`config.mk`:
```
export PLATFORM = sky130hd
export DESIGN_NAME = seqmul_rr_scheduler_flat
export DESIGN_NICKNAME = d
export VERILOG_FILES = /design/src/rtl/seqmul_rr_scheduler_if.sv /design/src/rtl/seqmul_rr_scheduler.sv /design/src/flat_wrapper.sv
export SDC_FILE = /design/constraint.sdc
export NUM_CORES = 1
export LEC_CHECK = 0
export ABC_AREA = 1
export CORE_AREA = 2 2 140 101
export CTS_CLUSTER_DIAMETER = 100
export DETAILED_ROUTE_END_ITERATION = 7
export DIE_AREA = 0 0 142 103
export PLACE_DENSITY = 0.77
export SYNTH_ARGS = -nofsm -noshare
export SYNTH_HDL_FRONTEND = slang
export SYNTH_SLANG_ARGS = --single-unit
```
`constraint.sdc`:
```
create_clock -name clk -period 3 [get_ports clk]
set_clock_uncertainty 0.05 [all_clocks]
set_input_delay 0.75 -clock clk [delete_from_list [all_inputs] [get_ports clk]]
set_output_delay 0.75 -clock clk [all_outputs]
set_load 0.01 [all_outputs]
```
`src/rtl/seqmul_rr_scheduler_if.sv`:
```
// Request/response channel bundle between client blocks and the shared multiplier scheduler.
// Requester i owns bit i of req_valid/req_ready and lanes [16i+15:16i] of req_a/req_b.
interface seqmul_rr_scheduler_if #(
    parameter int unsigned NUM_REQ = 4,
    parameter int unsigned ID_W    = 2
);
    logic [NUM_REQ-1:0]    req_valid;
    logic [NUM_REQ-1:0]    req_ready;
    logic [16*NUM_REQ-1:0] req_a;
    logic [16*NUM_REQ-1:0] req_b;
    logic                  rsp_valid;
    logic                  rsp_ready;
    logic [ID_W-1:0]       rsp_id;
    logic [31:0]           rsp_product;
    logic                  rsp_error;

    modport master (
        output req_valid, req_a, req_b, rsp_ready,
        input  req_ready, rsp_valid, rsp_id, rsp_product, rsp_error
    );

    modport slave (
        input  req_valid, req_a, req_b, rsp_ready,
        output req_ready, rsp_valid, rsp_id, rsp_product, rsp_error
    );
endinterface

```
`src/rtl/seqmul_rr_scheduler.sv`:
```
// Round-robin scheduler sharing one sequential 16x16 multiplier core among NUM_REQ clients,
// with zero-operand short-circuit and a completion watchdog.
module seqmul_rr_scheduler #(
    parameter int unsigned NUM_REQ = 4,
    parameter int unsigned ID_W    = 2,
    parameter int unsigned TIMEOUT = 64
) (
    input  logic                 clk,
    input  logic                 reset,
    seqmul_rr_scheduler_if.slave bus,
    output logic                 mul_start,
    output logic [15:0]          mul_multiplicand,
    output logic [15:0]          mul_multiplier,
    input  logic                 mul_done,
    input  logic [31:0]          mul_product,
    output logic                 busy,
    output logic                 err_sticky
);
    localparam int unsigned SumW = ID_W + 1;
    localparam int unsigned WdW  = $clog2(TIMEOUT);

    typedef enum logic [1:0] {StIdle, StIssue, StWait, StResp} state_e;

    state_e          state_q, state_d;
    logic [ID_W-1:0] rr_ptr_q, rr_ptr_d;
    logic [15:0]     a_q, a_d, b_q, b_d;
    logic [ID_W-1:0] id_q, id_d;
    logic [31:0]     product_q, product_d;
    logic            rsp_error_q, rsp_error_d;
    logic [WdW-1:0]  wdog_q, wdog_d;
    logic            err_sticky_q, err_sticky_d;

    logic [ID_W-1:0] winner;
    logic            found;
    logic [SumW-1:0] cand_sum;
    logic [ID_W-1:0] cand;
    logic [15:0]     sel_a, sel_b;
    logic            fire;

    // Scan from the highest offset down so the lowest offset from rr_ptr ends up the winner.
    always_comb begin
        winner   = '0;
        found    = 1'b0;
        cand_sum = '0;
        cand     = '0;
        for (int k = NUM_REQ - 1; k >= 0; k--) begin
            cand_sum = {1'b0, rr_ptr_q} + SumW'(k);
            if (cand_sum >= SumW'(NUM_REQ)) begin
                cand_sum = cand_sum - SumW'(NUM_REQ);
            end
            cand = cand_sum[ID_W-1:0];
            if (bus.req_valid[cand]) begin
                winner = cand;
                found  = 1'b1;
            end
        end
    end

    always_comb begin
        sel_a = '0;
        sel_b = '0;
        for (int i = 0; i < NUM_REQ; i++) begin
            if (winner == ID_W'(i)) begin
                sel_a = bus.req_a[16*i +: 16];
                sel_b = bus.req_b[16*i +: 16];
            end
        end
    end

    assign fire = (state_q == StIdle) && found && !reset;

    always_comb begin
        bus.req_ready = '0;
        if (fire) begin
            bus.req_ready = {{(NUM_REQ-1){1'b0}}, 1'b1} << winner;
        end
    end

    always_comb begin
        state_d      = state_q;
        rr_ptr_d     = rr_ptr_q;
        a_d          = a_q;
        b_d          = b_q;
        id_d         = id_q;
        product_d    = product_q;
        rsp_error_d  = rsp_error_q;
        wdog_d       = wdog_q;
        err_sticky_d = err_sticky_q;
        unique case (state_q)
            StIdle: begin
                if (fire) begin
                    a_d         = sel_a;
                    b_d         = sel_b;
                    id_d        = winner;
                    product_d   = '0;
                    rsp_error_d = 1'b0;
                    rr_ptr_d    = (winner == ID_W'(NUM_REQ - 1)) ? '0 : winner + 1'b1;
                    state_d     = (sel_a == '0 || sel_b == '0) ? StResp : StIssue;
                end
            end
            StIssue: begin
                wdog_d  = '0;
                state_d = StWait;
            end
            StWait: begin
                // A done pulse on the last watchdog cycle still counts as a good result.
                if (mul_done) begin
                    product_d   = mul_product;
                    rsp_error_d = 1'b0;
                    state_d     = StResp;
                end else if (wdog_q == WdW'(TIMEOUT - 1)) begin
                    product_d    = '0;
                    rsp_error_d  = 1'b1;
                    err_sticky_d = 1'b1;
                    state_d      = StResp;
                end else begin
                    wdog_d = wdog_q + 1'b1;
                end
            end
            StResp: begin
                if (bus.rsp_ready) begin
                    state_d = StIdle;
                end
            end
            default: state_d = StIdle;
        endcase
    end

    always_ff @(posedge clk or posedge reset) begin
        if (reset) begin
            state_q      <= StIdle;
            rr_ptr_q     <= '0;
            a_q          <= '0;
            b_q          <= '0;
            id_q         <= '0;
            product_q    <= '0;
            rsp_error_q  <= 1'b0;
            wdog_q       <= '0;
            err_sticky_q <= 1'b0;
        end else begin
            state_q      <= state_d;
            rr_ptr_q     <= rr_ptr_d;
            a_q          <= a_d;
            b_q          <= b_d;
            id_q         <= id_d;
            product_q    <= product_d;
            rsp_error_q  <= rsp_error_d;
            wdog_q       <= wdog_d;
            err_sticky_q <= err_sticky_d;
        end
    end

    assign mul_start        = (state_q == StIssue);
    assign mul_multiplicand = a_q;
    assign mul_multiplier   = b_q;
    assign busy             = (state_q != StIdle);
    assign err_sticky       = err_sticky_q;
    assign bus.rsp_valid    = (state_q == StResp);
    assign bus.rsp_id       = id_q;
    assign bus.rsp_product  = product_q;
    assign bus.rsp_error    = rsp_error_q;
endmodule

```
`src/flat_wrapper.sv`:
```
// flat-port wrapper written by rule: the top's interface ports become plain ports
module seqmul_rr_scheduler_flat 
#(
    parameter int unsigned NUM_REQ = 4,
    parameter int unsigned ID_W    = 2,
    parameter int unsigned TIMEOUT = 64
)
  (clk, reset, mul_start, mul_multiplicand, mul_multiplier, mul_done, mul_product, busy, err_sticky, bus_req_valid, bus_req_a, bus_req_b, bus_rsp_ready, bus_req_ready, bus_rsp_valid, bus_rsp_id, bus_rsp_product, bus_rsp_error);
  seqmul_rr_scheduler_if #(.NUM_REQ(NUM_REQ), .ID_W(ID_W)) bus_i ();
  input  logic clk;
  input  logic reset;
  output logic mul_start;
  output logic [15:0] mul_multiplicand;
  output logic [15:0] mul_multiplier;
  input  logic mul_done;
  input  logic [31:0] mul_product;
  output logic busy;
  output logic err_sticky;
  input wire logic [$bits(bus_i.req_valid)-1:0] bus_req_valid;
  input wire logic [$bits(bus_i.req_a)-1:0] bus_req_a;
  input wire logic [$bits(bus_i.req_b)-1:0] bus_req_b;
  input wire logic [$bits(bus_i.rsp_ready)-1:0] bus_rsp_ready;
  output wire logic [$bits(bus_i.req_ready)-1:0] bus_req_ready;
  output wire logic [$bits(bus_i.rsp_valid)-1:0] bus_rsp_valid;
  output wire logic [$bits(bus_i.rsp_id)-1:0] bus_rsp_id;
  output wire logic [$bits(bus_i.rsp_product)-1:0] bus_rsp_product;
  output wire logic [$bits(bus_i.rsp_error)-1:0] bus_rsp_error;
  assign bus_i.req_valid = bus_req_valid;
  assign bus_i.req_a = bus_req_a;
  assign bus_i.req_b = bus_req_b;
  assign bus_i.rsp_ready = bus_rsp_ready;
  assign bus_req_ready = bus_i.req_ready;
  assign bus_rsp_valid = bus_i.rsp_valid;
  assign bus_rsp_id = bus_i.rsp_id;
  assign bus_rsp_product = bus_i.rsp_product;
  assign bus_rsp_error = bus_i.rsp_error;
  seqmul_rr_scheduler #(.NUM_REQ(NUM_REQ), .ID_W(ID_W), .TIMEOUT(TIMEOUT)) u_core (.clk(clk), .reset(reset), .bus(bus_i), .mul_start(mul_start), .mul_multiplicand(mul_multiplicand), .mul_multiplier(mul_multiplier), .mul_done(mul_done), .mul_product(mul_product), .busy(busy), .err_sticky(err_sticky));
endmodule
```
After elaboration in Yosys (flattened, before gate mapping)
Cells that the tools add are included.

Register bits after elaboration: 78. Bits of input ports: 168. Output and inout port bits: 75. Word-level logic and storage cells: 103.

Add/sub/neg operators: 9. Order comparisons: 8. Equality and inequality tests: 12. Shifts and indexed selects: 1. Mux-type cells: 47. Bitwise operators: 1. Reductions and logical operators: 16.

Operators by type and width (count): $mux W16 (8); $mux W32 (3); $pmux W32 S2 (1); $logic_not A16 Y1 (2); $mux W2 (14); $lt A2 B3 Y1 const B (4); $mux W6 (2); $pmux W6 S2 (1); $reduce_and A3 Y1 (4); $mux W1 (11); $ge A3 B3 Y1 const B (3); $bmux W1 S2 (4); $eq A2 B2 Y1 const B (4); $pmux W2 S4 (1); $sub A2 B1 Y2 const B (4); $add A2 B2 Y3 const B (2); $add A6 B1 Y6 const B (1); $eq A6 B6 Y1 const B (1); $ne A2 B2 Y1 const B (3); $reduce_bool A2 Y1 (3); $eq A2 B1 Y1 const B (2); $logic_not A2 Y1 (2); $mux W4 (1); $shl A1 B2 Y4 const A (1); 11 further kinds (12).

Logic depth before layout (Yosys ltp)
Gate-level depths: netlist of run 1.

Depth after elaboration: 19. Gate-level depth with buffers: 26. Gate-level depth less buffers: 24.

Worst setup path after synthesis of run 1
OpenSTA, ideal clock, no wires.

Path kind: input-to-output. Start point: in bus_req_valid[1]. End point: out bus_req_ready[1]. Arrival time: 2.258 ns. Data required time: 2.200 ns. Setup slack: -0.058 ns. Stages on the path: 14. Path buffers: 2. Cells stage by stage: inv_1 o21ai_2 nand2_1 o21ai_0 inv_1 nand3_1 nand2_1 a21boi_1 inv_1 ha_1 buf_4 inv_1 buf_2 nor2_1.

Elaborated cells between the ends (all ways): 20. Those cells by class: 1 x shift; 17 x mux; 2 x reduce/logical.

RTL lines: start, declared (RTL line flat_wrapper.sv:19) `input wire logic [$bits(bus_i.req_valid)-1:0] bus_req_valid;`; $bmux W1 S2 (RTL line seqmul_rr_scheduler.sv:52) `if (bus.req_valid[cand]) begin`; $mux W1 (implied by the code) (RTL line seqmul_rr_scheduler.sv:52); $mux W2 (3 in series) (RTL line seqmul_rr_scheduler.sv:52); $mux W2 (*) (RTL line seqmul_rr_scheduler.sv:52); net u_core.winner[1] (RTL line seqmul_rr_scheduler.sv:33) `logic [ID_W-1:0] winner;`; $shl A1 B2 Y4 (*) (RTL line seqmul_rr_scheduler.sv:75) `bus.req_ready = {{(NUM_REQ-1){1'b0}}, 1'b1} << winner;`; $mux W4 (*) (RTL line seqmul_rr_scheduler.sv:74) `if (fire) begin`; end, declared (RTL line flat_wrapper.sv:23) `output wire logic [$bits(bus_i.req_ready)-1:0] bus_req_ready;`.

The timed path passes the listed nets; every way through them passes the cells marked *. The select of a mux whose other input is x is not followed.

Final worst setup path of run 1
Ends and elaborated chain as after synthesis.

==> results summary, run 1 <==
The run finished, with violations left. The final reports fail on negative setup slack. The met1 track utilization from global routing came out at 0.309. The starting DRC count in detailed routing is 340. The final hold violation count is 0. The number of flops mapped to enable cells by yosys is 0. The layout-stage area growth over the synthesis result is 80.4%.

The maximum fanout along the worst path came out at 3. The actual transition at the worst max-transition pin is between 300 and 400 ps. Once routing completed, OpenROAD measured the worst setup slack at -196 ps.

The buffer depth of the longest clock path came out at 2. The HPWL after detailed placement came out at ~14 mm. TritonCTS built the clock tree. The initial core utilization came out at 0.359. The number of max-slew violations in the final report came out at 0. The Yosys step of the flow raised 0 warnings.

The number of top-level design ports came out at about 240. The first global-routing pass estimated roughly 27 mm of wire. The arrival time of data at the critical path endpoint is around 2400 ps. The global-route usage over all layers is 0.242. The cell count after synthesis is a little under 700. The critical path is of the in -> out type. The routed wire length per instance is ~16 µm. Entering global routing, the biggest net connects 46 pins.

The count of input and output buffers came out at ~240. STA puts the critical path data required time at around 2200 ps. The number of endpoints failing setup at the final stage is 5. The worst supply voltage drop on vdd came out at between 0.0007 and 0.0008 V. The number of nets in the final layout came out at 1167. The clock net sink count is between 70 and 80. In the global route stage, met2 resource usage came out at 0.414. Of all flip-flops after synthesis, the portion carrying an async set or reset was 1.00. The instance count after placement with tap cells included came out at 1134. The core outline area is between 10000 and 15000 µm².

The total of hold buffers inserted after clock tree synthesis is 0. Ranked by instance count, the synthesized netlist is headed by 205 x sky130_fd_sc_hd__nand2_1, 112 x sky130_fd_sc_hd__nor2_1, 78 x sky130_fd_sc_hd__dfrtp_1. Static timing analysis puts the maximum clock frequency at 313 MHz.

The cell area after technology mapping came out at roughly 4800 µm². The max capacitance violation total came out at 0. The tightest min-delay check is of the reg -> reg type. The chip height came out at 103 µm. After detailed routing, the total wire length is about 18 mm. The utilization after layout is 0.647. The area share of the largest cell type after synthesis came out at 0.404. The net count after synthesis came out at between 800 and 900. The mean instance size in the synthesized netlist is 7.13 µm². Synthesis inferred between 70 and 80 register bits. The number of antenna diodes in the final layout is 0. The sequential share of the synthesized area is 0.404. Final hold analysis gives a worst-case slack of 418 ps. CTS built an H-tree with a depth of 3. The leakage component of the power is roughly 3.9 nW. Yosys attributes the largest share of cell area to sky130_fd_sc_hd__dfrtp_1 40%, sky130_fd_sc_hd__nand2_1 16%, sky130_fd_sc_hd__nor2_1 8.7%. The via count of the first global-routing pass is around 5500.

The post-layout minimum cycle time came out at approximately 3200 ps. The clock-pin slew reported for the worst setup and hold paths after clock tree synthesis is about 60 ps. Row generation in the floorplan step produced 36 rows.

In the post-synthesis netlist, the cell with the most instances is sky130_fd_sc_hd__nand2_1. The post-route fraction of the period consumed by the critical path is 1.07. The clock latency reported for the late side of the worst-skew pair came out at about 330 ps. Setup repair after global routing could not meet its margin everywhere.

The sequential cell area in the final layout is slightly below 2000 µm². The number of filler cells placed in the layout came out at between 1000 and 1500. Timing analysis after detailed placement gives a worst setup slack of -865 ps. For met3 alone, demand over resource in global routing was 0.0627. After global routing the overflow that remains totals 0. The synthesized netlist contains 32 unique library cells. The cell sitting at the root of the clock tree is a sky130_fd_sc_hd__clkbuf_16. The horizontal extent of the die came out at ~140 µm.

The per-cell via count in the routed design is roughly 4.9. Summed over all instances, the cell type with the most area after synthesis is sky130_fd_sc_hd__dfrtp_1. The TritonCTS buffer count is 9. The final estimated routing congestion in global placement came out at a little over 0.9. The most used flip-flop cell after synthesis is sky130_fd_sc_hd__dfrtp_1. STA classifies the critical path endpoint as an output port. The multi-input gate area in the final layout came out at between 2000 and 3000 µm². The most utilized layer in the global route result is met2. The power density over cell area is between 1500 and 2000 nW/µm². STA classifies the critical path startpoint as an input port. For this run, design rule violations remaining after detail routing come to 0. The number of antenna violations at the first check in global routing came out at 0.

The worst max-slew margin expressed relative to the limit came out at 0.762. The number of standard cells in the layout, taps in and fillers out is about 1200. The via total after detailed routing is ~5700. The area of the die came out at 14600 µm². The share of layout cells above drive strength 1 came out at 0.225.

The length of the first detailed-routing pass in iterations is 5. After routing, the total negative slack on setup checks comes to -683 ps. The number of routed nets with antenna violations is 0.
==> where the power goes <==
part | switching (mW) | internal, mW | total, mW
Combinational | 5.45 | 4.97 | 10.4
Sequential | 0.289 | 1.50 | 1.79
Clock | 0.490 | 0.581 | 1.07
==> per-stage QoR <==
step / area (µm²) / power [mW]
floorplan: 4840 / 6.58
global placement: 7950 / 10.4
detailed placement: 7950 / 10.6
CTS: 8390 / 12.1
global route: 8720 / 14.4
finish: 8720 / 13.3
==> logic make-up (layout without fill, tap and decap cells) <==
group,count (synthesis),count (layout),share of synthesized area
AOI/OAI and AO/OA,115,115,0.148
xor gates and xnor gates,2,2,0.00363
adders and majority gates,10,10,0.0259
buffers and inverters,67,383,0.0694
DFF,78,78,0.404
and+or+nand+nor,406,406,0.349
==> final timing paths <==
kind	from	to	slack, ps	depth (start not counted)
worst max-delay path	bus_req_valid[1]	bus_req_ready[1]	-200	16
min in group asynchronous	reset	u_core.bus.rsp_product[5]	670	2
worst max register to register	u_core.rr_ptr_q[0]	u_core.state_q[1]	-30	24
max in group asynchronous	reset	u_core.mul_multiplicand[4]	1630	3
worst min-delay path	u_core.err_sticky	u_core.err_sticky	420	1
worst min register to register	u_core.err_sticky	u_core.err_sticky	420	1
==> cells in the final DEF (no fill, tap or decap), types with 18 or more instances in the layout <==
master	n
sky130_fd_sc_hd__a31oi_1	32
sky130_fd_sc_hd__clkdlybuf4s50_1	234
sky130_fd_sc_hd__nand2_1	195
sky130_fd_sc_hd__buf_4	75
sky130_fd_sc_hd__a21oi_1	26
sky130_fd_sc_hd__nand3_1	57
sky130_fd_sc_hd__o21ai_2	22
sky130_fd_sc_hd__nand2_2	18
sky130_fd_sc_hd__nor2_1	99
sky130_fd_sc_hd__dfrtp_1	77
==> flip-flops by register name, summed over array words and instances (netlist names) <==
signal and cells:
u_core.bus.rsp_id 2, u_core.rr_ptr_q 2, u_core.mul_multiplier 16, u_core.err_sticky 1, u_core.wdog_q 6, u_core.bus.rsp_product 32, u_core.mul_multiplicand 16, u_core.bus.rsp_error 1
u_core.state_q 2
==> per-layer routing <==
layer	share of wire	up-vias	wire [µm]
li1	-	2857	-
met1	0.44	2620	7980
met2	0.47	201	8440
met3	0.071	33	1290
met4	0.023	0	417
met5	0	-	0
==> critical path, cell delays in order <==
cell	delay, ps
sky130_fd_sc_hd__buf_2	90
sky130_fd_sc_hd__inv_2	40
sky130_fd_sc_hd__buf_4	130
sky130_fd_sc_hd__o21ai_4	180
sky130_fd_sc_hd__nand2_2	90
sky130_fd_sc_hd__buf_4	130
sky130_fd_sc_hd__nand2_1	60
sky130_fd_sc_hd__nand2_1	80
sky130_fd_sc_hd__nand2_1	80
sky130_fd_sc_hd__nand2_1	70
sky130_fd_sc_hd__nand2_2	110
sky130_fd_sc_hd__buf_6	130
sky130_fd_sc_hd__ha_4	150
sky130_fd_sc_hd__inv_2	40
sky130_fd_sc_hd__nor2_1	110
sky130_fd_sc_hd__buf_2	150
==> repair_timing <==
action                     in CTS  in global routing
buffers inserted                9                  5
gates resized for setup        57                 62
pin swaps                      12                 34
setup endpoints to repair      24                  5
cloned                          0                  2
==> cell type report <==
class / count / area share
clock buffer: 9 / 0.0258
clock inverter: 7 / 0.00746
inverter: 24 / 0.0119
multi-input combinational: 533 / 0.319
sequential: 78 / 0.224
tap: 171 / 0.0245
timing repair buffer: 343 / 0.387
(Power assumes the default switching activity.)
==> inputs of run 2 (changes only) <==
CAP_MARGIN = 10   (was not set)
CTS_CLUSTER_DIAMETER = not set   (was 100)
==> results of run 2 <==
No change in the layout: final DEF, timing and power equal those of run 1.
==> edit 1 (flow settings as in run 2) <==
Make the reset (`reset`) synchronous in one clocked block.
--- a/src/rtl/seqmul_rr_scheduler.sv
+++ b/src/rtl/seqmul_rr_scheduler.sv
@@ -126,7 +126,7 @@
         endcase
     end
 
-    always_ff @(posedge clk or posedge reset) begin
+    always_ff @(posedge clk) begin
         if (reset) begin
             state_q      <= StIdle;
             rr_ptr_q     <= '0;
Function: differs if reset is asserted again (counterexample within 4 cycles, from zero or initial values and one cycle with reset high); with reset held inactive, the same outputs for 10 cycles.
==> edit 1 against run 2 <==
- sequential share of layout area is 3.6 points lower
- sequential power is 12% lower
- setup slack better by 250 ps
- combinational power is 30% lower
- non-clock buffer count is 36 lower
- cell count is 6.4% higher
- sequential cell count stayed put
- design area is 4.4% lower
- first-iteration DRC count is 3.8% lower
- area after synthesis is 3.4% lower
- global-route usage is 0.72 points lower
- power is 25% lower
- wire length is 3.6% higher
- critical path type unchanged
- critical endpoint is now bus_req_ready[2]
==> edit 1: results (changes against run 2) <==
metric,value,unit,change
r2r.worst_path.cells,23,,-4.2%
run_status,"complete, no violations",,
worst_slew_margin_rel,68.4,%,-7.8 points
worst_hold_path.endpoint,u_core.err_sticky$_SDFFE_PP0P_,,
antenna_found_initial,0,,unchanged
synth-edff-count,0,,unchanged
synth.distinct_cells,32,,unchanged
worstReg2RegStart,u_core.rr_ptr_q[0]$_SDFFE_PP0P_,,
yosysSeqAreaShare,33.4,%,-7.0 points
critPathMaxFanout,4,,+1
finalInstanceArea,8330,µm²,-4.4%
worst_path_dominant_cell_family,simple AND/OR/NAND/NOR gates,,
worst_skew_pair_latency,330,ps,about the same
regToRegEndpoint,u_core.state_q[1]$_SDFFE_PP0P_,,
synth.net_count,963,,+13%
viasPerCell,4.67,,-4.8%
hold_path_startpoint,u_core.err_sticky$_SDFFE_PP0P_,,
cts.path.max_buffers,2,,unchanged
first_global_vias,5249,,-3.9%
regToRegSetupSlack,140,ps,+170 ps
synth.yosys.warnings,0,,unchanged
netlist_top_cells_area,"sky130_fd_sc_hd__dfxtp_1 (33%), sky130_fd_sc_hd__nand2_1 (18%), sky130_fd_sc_hd__nor2_1 (14%)",,
worstSetupStartpoint,bus_req_valid[1],,
pre_cts_slack,-887,ps,-22.2 ps
crit_end,bus_req_ready[2],,
hold_depth,1,,unchanged
worst_setup_hold_path_clk_slew,60,ps,about the same
grt_max_degree,39,,-15%
wire_length_of_the_first_global_routing_pass,26.8,mm,-2.5%
antenna_cells,0,,unchanged
port_buffers,242,,unchanged
cts_buffers,9,,unchanged
dpl_cell_area,7590,µm²,-4.6%
async_reset_ff_share,0,%,-100 points
length_of_the_first_detailed_routing_pass_in_iterations,5,,unchanged
post-dp-hpwl,13.5,mm,+0.14%
cp_data_arrival_time,2150,ps,-250 ps
worst_path_largest_cell_delay,240,ps,+60 ps
worst_ir_drop_vdd,0.570,mV,-25%
detail_route.iter0.violations,327,,-3.8%
power.leakage,0.00368,µW,-4.7%
drt-total-wl,18.8,mm,+3.6%
largest_register_ff_count,32,,unchanged
nNetsFinal,1241,,+6.3%
n_fill_cell,1204,,+0.84%
gp_routability_congestion,0.938,,+0.49%
period_utilization,98.3,%,-8.3 points
grtUsageTotal,23.5,%,-0.72 points
min_path_type,register to register,,
h_tree_levels,3,,unchanged
critical-path-slowest-cell,sky130_fd_sc_hd__or2_4,,
syn-instance-count,785,,+16%
root_buffer_master,sky130_fd_sc_hd__clkbuf_16,,
synth_ff_type,sky130_fd_sc_hd__dfxtp_1,,
synth_commonest_cells,"sky130_fd_sc_hd__nand2_1 (224), sky130_fd_sc_hd__nor2_1 (175), sky130_fd_sc_hd__inv_1 (86)",,
drive_above_1_share,15.9,%,-6.6 points
num_vias,5782,,+1.2%
edit 1: metrics by stage:
step / hold slack, ps / util (%) / setup TNS [ps]
floorplan: 401 / - / -1.92
global placement: 397 / 56.3 / -15700
detailed placement: 402 / 56.3 / -17770
CTS: 416 / 59.4 / 0
global route: 429 / 61.9 / -128
finish: 411 / 61.9 / 0
edit 1: area by class of cell:
type / instances / area, µm² / area share [%]
clock inverter: 3 / 42.5 / 0.511
multi-input combinational: 577 / 2800 / 33.6
timing repair buffer: 307 / 3090 / 37.1
tap: 171 / 214 / 2.57
sequential: 78 / 1570 / 18.8
inverter: 90 / 359 / 4.31
clock buffer: 13 / 260 / 3.12
edit 1: repair_timing:
item,4_1_cts,5_1_grt
pin swaps,17,35
endpoints found under the setup margin,34,5
resized for setup,56,61
gates cloned,0,5
buffers inserted,4,3
edit 1: where the power goes:
group	leakage, µW	switching, µW	internal [µW]
Combinational	0.00290	3950	3370
Sequential	0.000641	190	1380
Clock	0.000146	426	689
Total	0.00368	4560	5440
edit 1: cells by family after synthesis:
| group | synth area share, % |
|---|---|
| xor gates and xnor gates | 0.375 |
| buffers and inverters | 11.8 |
| DFF | 33.4 |
| AOI/OAI and AO/OA | 12.9 |
| and+or+nand+nor | 38.8 |
| adders and majority gates | 2.68 |
edit 1: routing by layer:
| layer | track usage (%) | vias up | wire length (µm) |
|---|---|---|---|
| li1 | - | 2970 | - |
| met1 | 30.6 | 2589 | 8520 |
| met2 | 38.2 | 186 | 8520 |
| met3 | 5.34 | 37 | 1190 |
| met4 | 8.77 | 0 | 540 |
| met5 | 0 | - | 0 |
==> edit 2 (settings of run 2) <==
Made on the original files. `ID_W` is set to 2 in 3 places; all go to 3.
--- a/src/rtl/seqmul_rr_scheduler_if.sv
+++ b/src/rtl/seqmul_rr_scheduler_if.sv
@@ -2,7 +2,7 @@
 // Requester i owns bit i of req_valid/req_ready and lanes [16i+15:16i] of req_a/req_b.
 interface seqmul_rr_scheduler_if #(
     parameter int unsigned NUM_REQ = 4,
-    parameter int unsigned ID_W    = 2
+    parameter int unsigned ID_W    = 3
 );
     logic [NUM_REQ-1:0]    req_valid;
     logic [NUM_REQ-1:0]    req_ready;
--- a/src/rtl/seqmul_rr_scheduler.sv
+++ b/src/rtl/seqmul_rr_scheduler.sv
@@ -2,7 +2,7 @@
 // with zero-operand short-circuit and a completion watchdog.
 module seqmul_rr_scheduler #(
     parameter int unsigned NUM_REQ = 4,
-    parameter int unsigned ID_W    = 2,
+    parameter int unsigned ID_W    = 3,
     parameter int unsigned TIMEOUT = 64
 ) (
     input  logic                 clk,
--- a/src/flat_wrapper.sv
+++ b/src/flat_wrapper.sv
@@ -2,7 +2,7 @@
 module seqmul_rr_scheduler_flat 
 #(
     parameter int unsigned NUM_REQ = 4,
-    parameter int unsigned ID_W    = 2,
+    parameter int unsigned ID_W    = 3,
     parameter int unsigned TIMEOUT = 64
 )
   (clk, reset, mul_start, mul_multiplicand, mul_multiplier, mul_done, mul_product, busy, err_sticky, bus_req_valid, bus_req_a, bus_req_b, bus_rsp_ready, bus_req_ready, bus_rsp_valid, bus_rsp_id, bus_rsp_product, bus_rsp_error);
Interface: changed (resized bus_rsp_id); port bits go from 243 to 244. The function was not compared with the original's and may differ.
==> edit 2 against run 2 <==
- power is 0.34% lower
- fmax is 3.6% higher
- design area increased by 6.3%
- critical endpoint is now bus_req_ready[3]
- critical path depth fell by 3
- sequential cell count increased by 2
- via count increased by 11%
- area after synthesis increased by 12%
- register-to-register slack hardly changed
- global-route usage up 1.1 points
- first-iteration DRC count grew 36%
- setup slack better by 110 ps
- the flow still finishes with violations (setup timing)
- wire length grew 6.3%
==> edit 2: results (changes against run 2) <==
metric,value,unit,change
synth.avg_cell_area,6.64,µm²,-6.9%
buffer_area_share,35.7,%,-3.0 points
clkPwrFrac,8.3,%,+0.2 points
clock_buffers,10,,+1
viasPerCell,4.96,,+1.1%
post_cts_buffers,6,,-3
worst_ir_drop_vdd,1.08,mV,+41%
report.final.setup_viol,4,,-1
synth.net_count,996,,+16%
length_of_the_first_detailed_routing_pass_in_iterations,4,,-1
dpl_cell_area,8400,µm²,+5.7%
post-dp-hpwl,13.5,mm,about the same
gp_routability_congestion,0.920,,-1.4%
worst_path_largest_cell_delay,430,ps,+250 ps
run_status,finished with violations,,
dp.cells,1240,,+9.3%
synth.distinct_cells,36,,+13%
power.leakage,0.00439,µW,+13%
cp_data_arrival_time,2280,ps,-120 ps
multi_input_gate_share_of_total_cell_area,33.6,%,+1.6 points
timing.final.ws_setup,-83.9,ps,+112 ps
synth_commonest_cells,"sky130_fd_sc_hd__nand2_1 (296), sky130_fd_sc_hd__nand3_1 (86), sky130_fd_sc_hd__dfrtp_1 (80)",,
port_buffers,243,,+0.41%
synthXorXnorAreaFrac,0.162,%,-0.20 points
grt_max_degree,81,,+76%
grtUsageTotal,25.3,%,+1.1 points
post_cts_resized,81,,+42%
violations,setup timing,,
p_int,6980,µW,-1.0%
netlist_top_cells_area,"sky130_fd_sc_hd__dfrtp_1 (37%), sky130_fd_sc_hd__nand2_1 (21%), sky130_fd_sc_hd__nand3_1 (7.9%)",,
n_fill_cell,1087,,-9.0%
drive_above_1_share,16.0,%,-6.5 points
drt-total-wl,19.3,mm,+6.3%
multi_input_gates,604,,+13%
yosysSeqAreaShare,37.0,%,-3.4 points
nNetsFinal,1278,,+9.5%
critical-path-slowest-cell,sky130_fd_sc_hd__dfrtp_1,,
multiInputGateArea,3110,µm²,+12%
[edit 2: cell types whose count changed in the layout (fill, tap and decap cells not counted), moves of 10 or more]
cell / run 2 / this run
sky130_fd_sc_hd__a21oi_1: 26 / 3
sky130_fd_sc_hd__a31oi_1: 32 / 16
sky130_fd_sc_hd__buf_4: 75 / 57
sky130_fd_sc_hd__inv_1: 12 / 59
sky130_fd_sc_hd__nand2_1: 195 / 273
sky130_fd_sc_hd__nand3_1: 57 / 77
sky130_fd_sc_hd__nand3b_1: 0 / 33
sky130_fd_sc_hd__nor2_1: 99 / 49
sky130_fd_sc_hd__o21ai_0: 5 / 56
sky130_fd_sc_hd__o21ai_1: 14 / 4
sky130_fd_sc_hd__o21ai_2: 22 / 0
sky130_fd_sc_hd__or2_1: 0 / 12
[edit 2: worst paths after layout]
kind / slack (ps) / startpoint / cells past startpoint / endpoint
worst max-delay path: -80 / u_core.rr_ptr_q[0]$_DFFE_PP0P_ / 13 / bus_req_ready[3]
worst min-delay path: 420 / u_core.err_sticky$_DFFE_PP0P_ / 1 / u_core.err_sticky$_DFFE_PP0P_
worst max register to register: -30 / u_core.rr_ptr_q[0]$_DFFE_PP0P_ / 25 / u_core.state_q[1]$_DFFE_PP0P_
worst min register to register: 420 / u_core.err_sticky$_DFFE_PP0P_ / 1 / u_core.err_sticky$_DFFE_PP0P_
max in group asynchronous: 1160 / reset / 3 / u_core.err_sticky$_DFFE_PP0P_
min in group asynchronous: 1100 / reset / 3 / u_core.mul_multiplier[3]$_DFFE_PP0P_
[edit 2: per-layer routing]
metal / track usage [%] / wire [µm] / up-vias
met1: 32.7 / 8400 / 2871
met5: 0 / 0 / -
met2: 40.4 / 8800 / 237
met3: 6.55 / 1370 / 52
met4: 11.2 / 689 / 0
li1: - / - / 3154
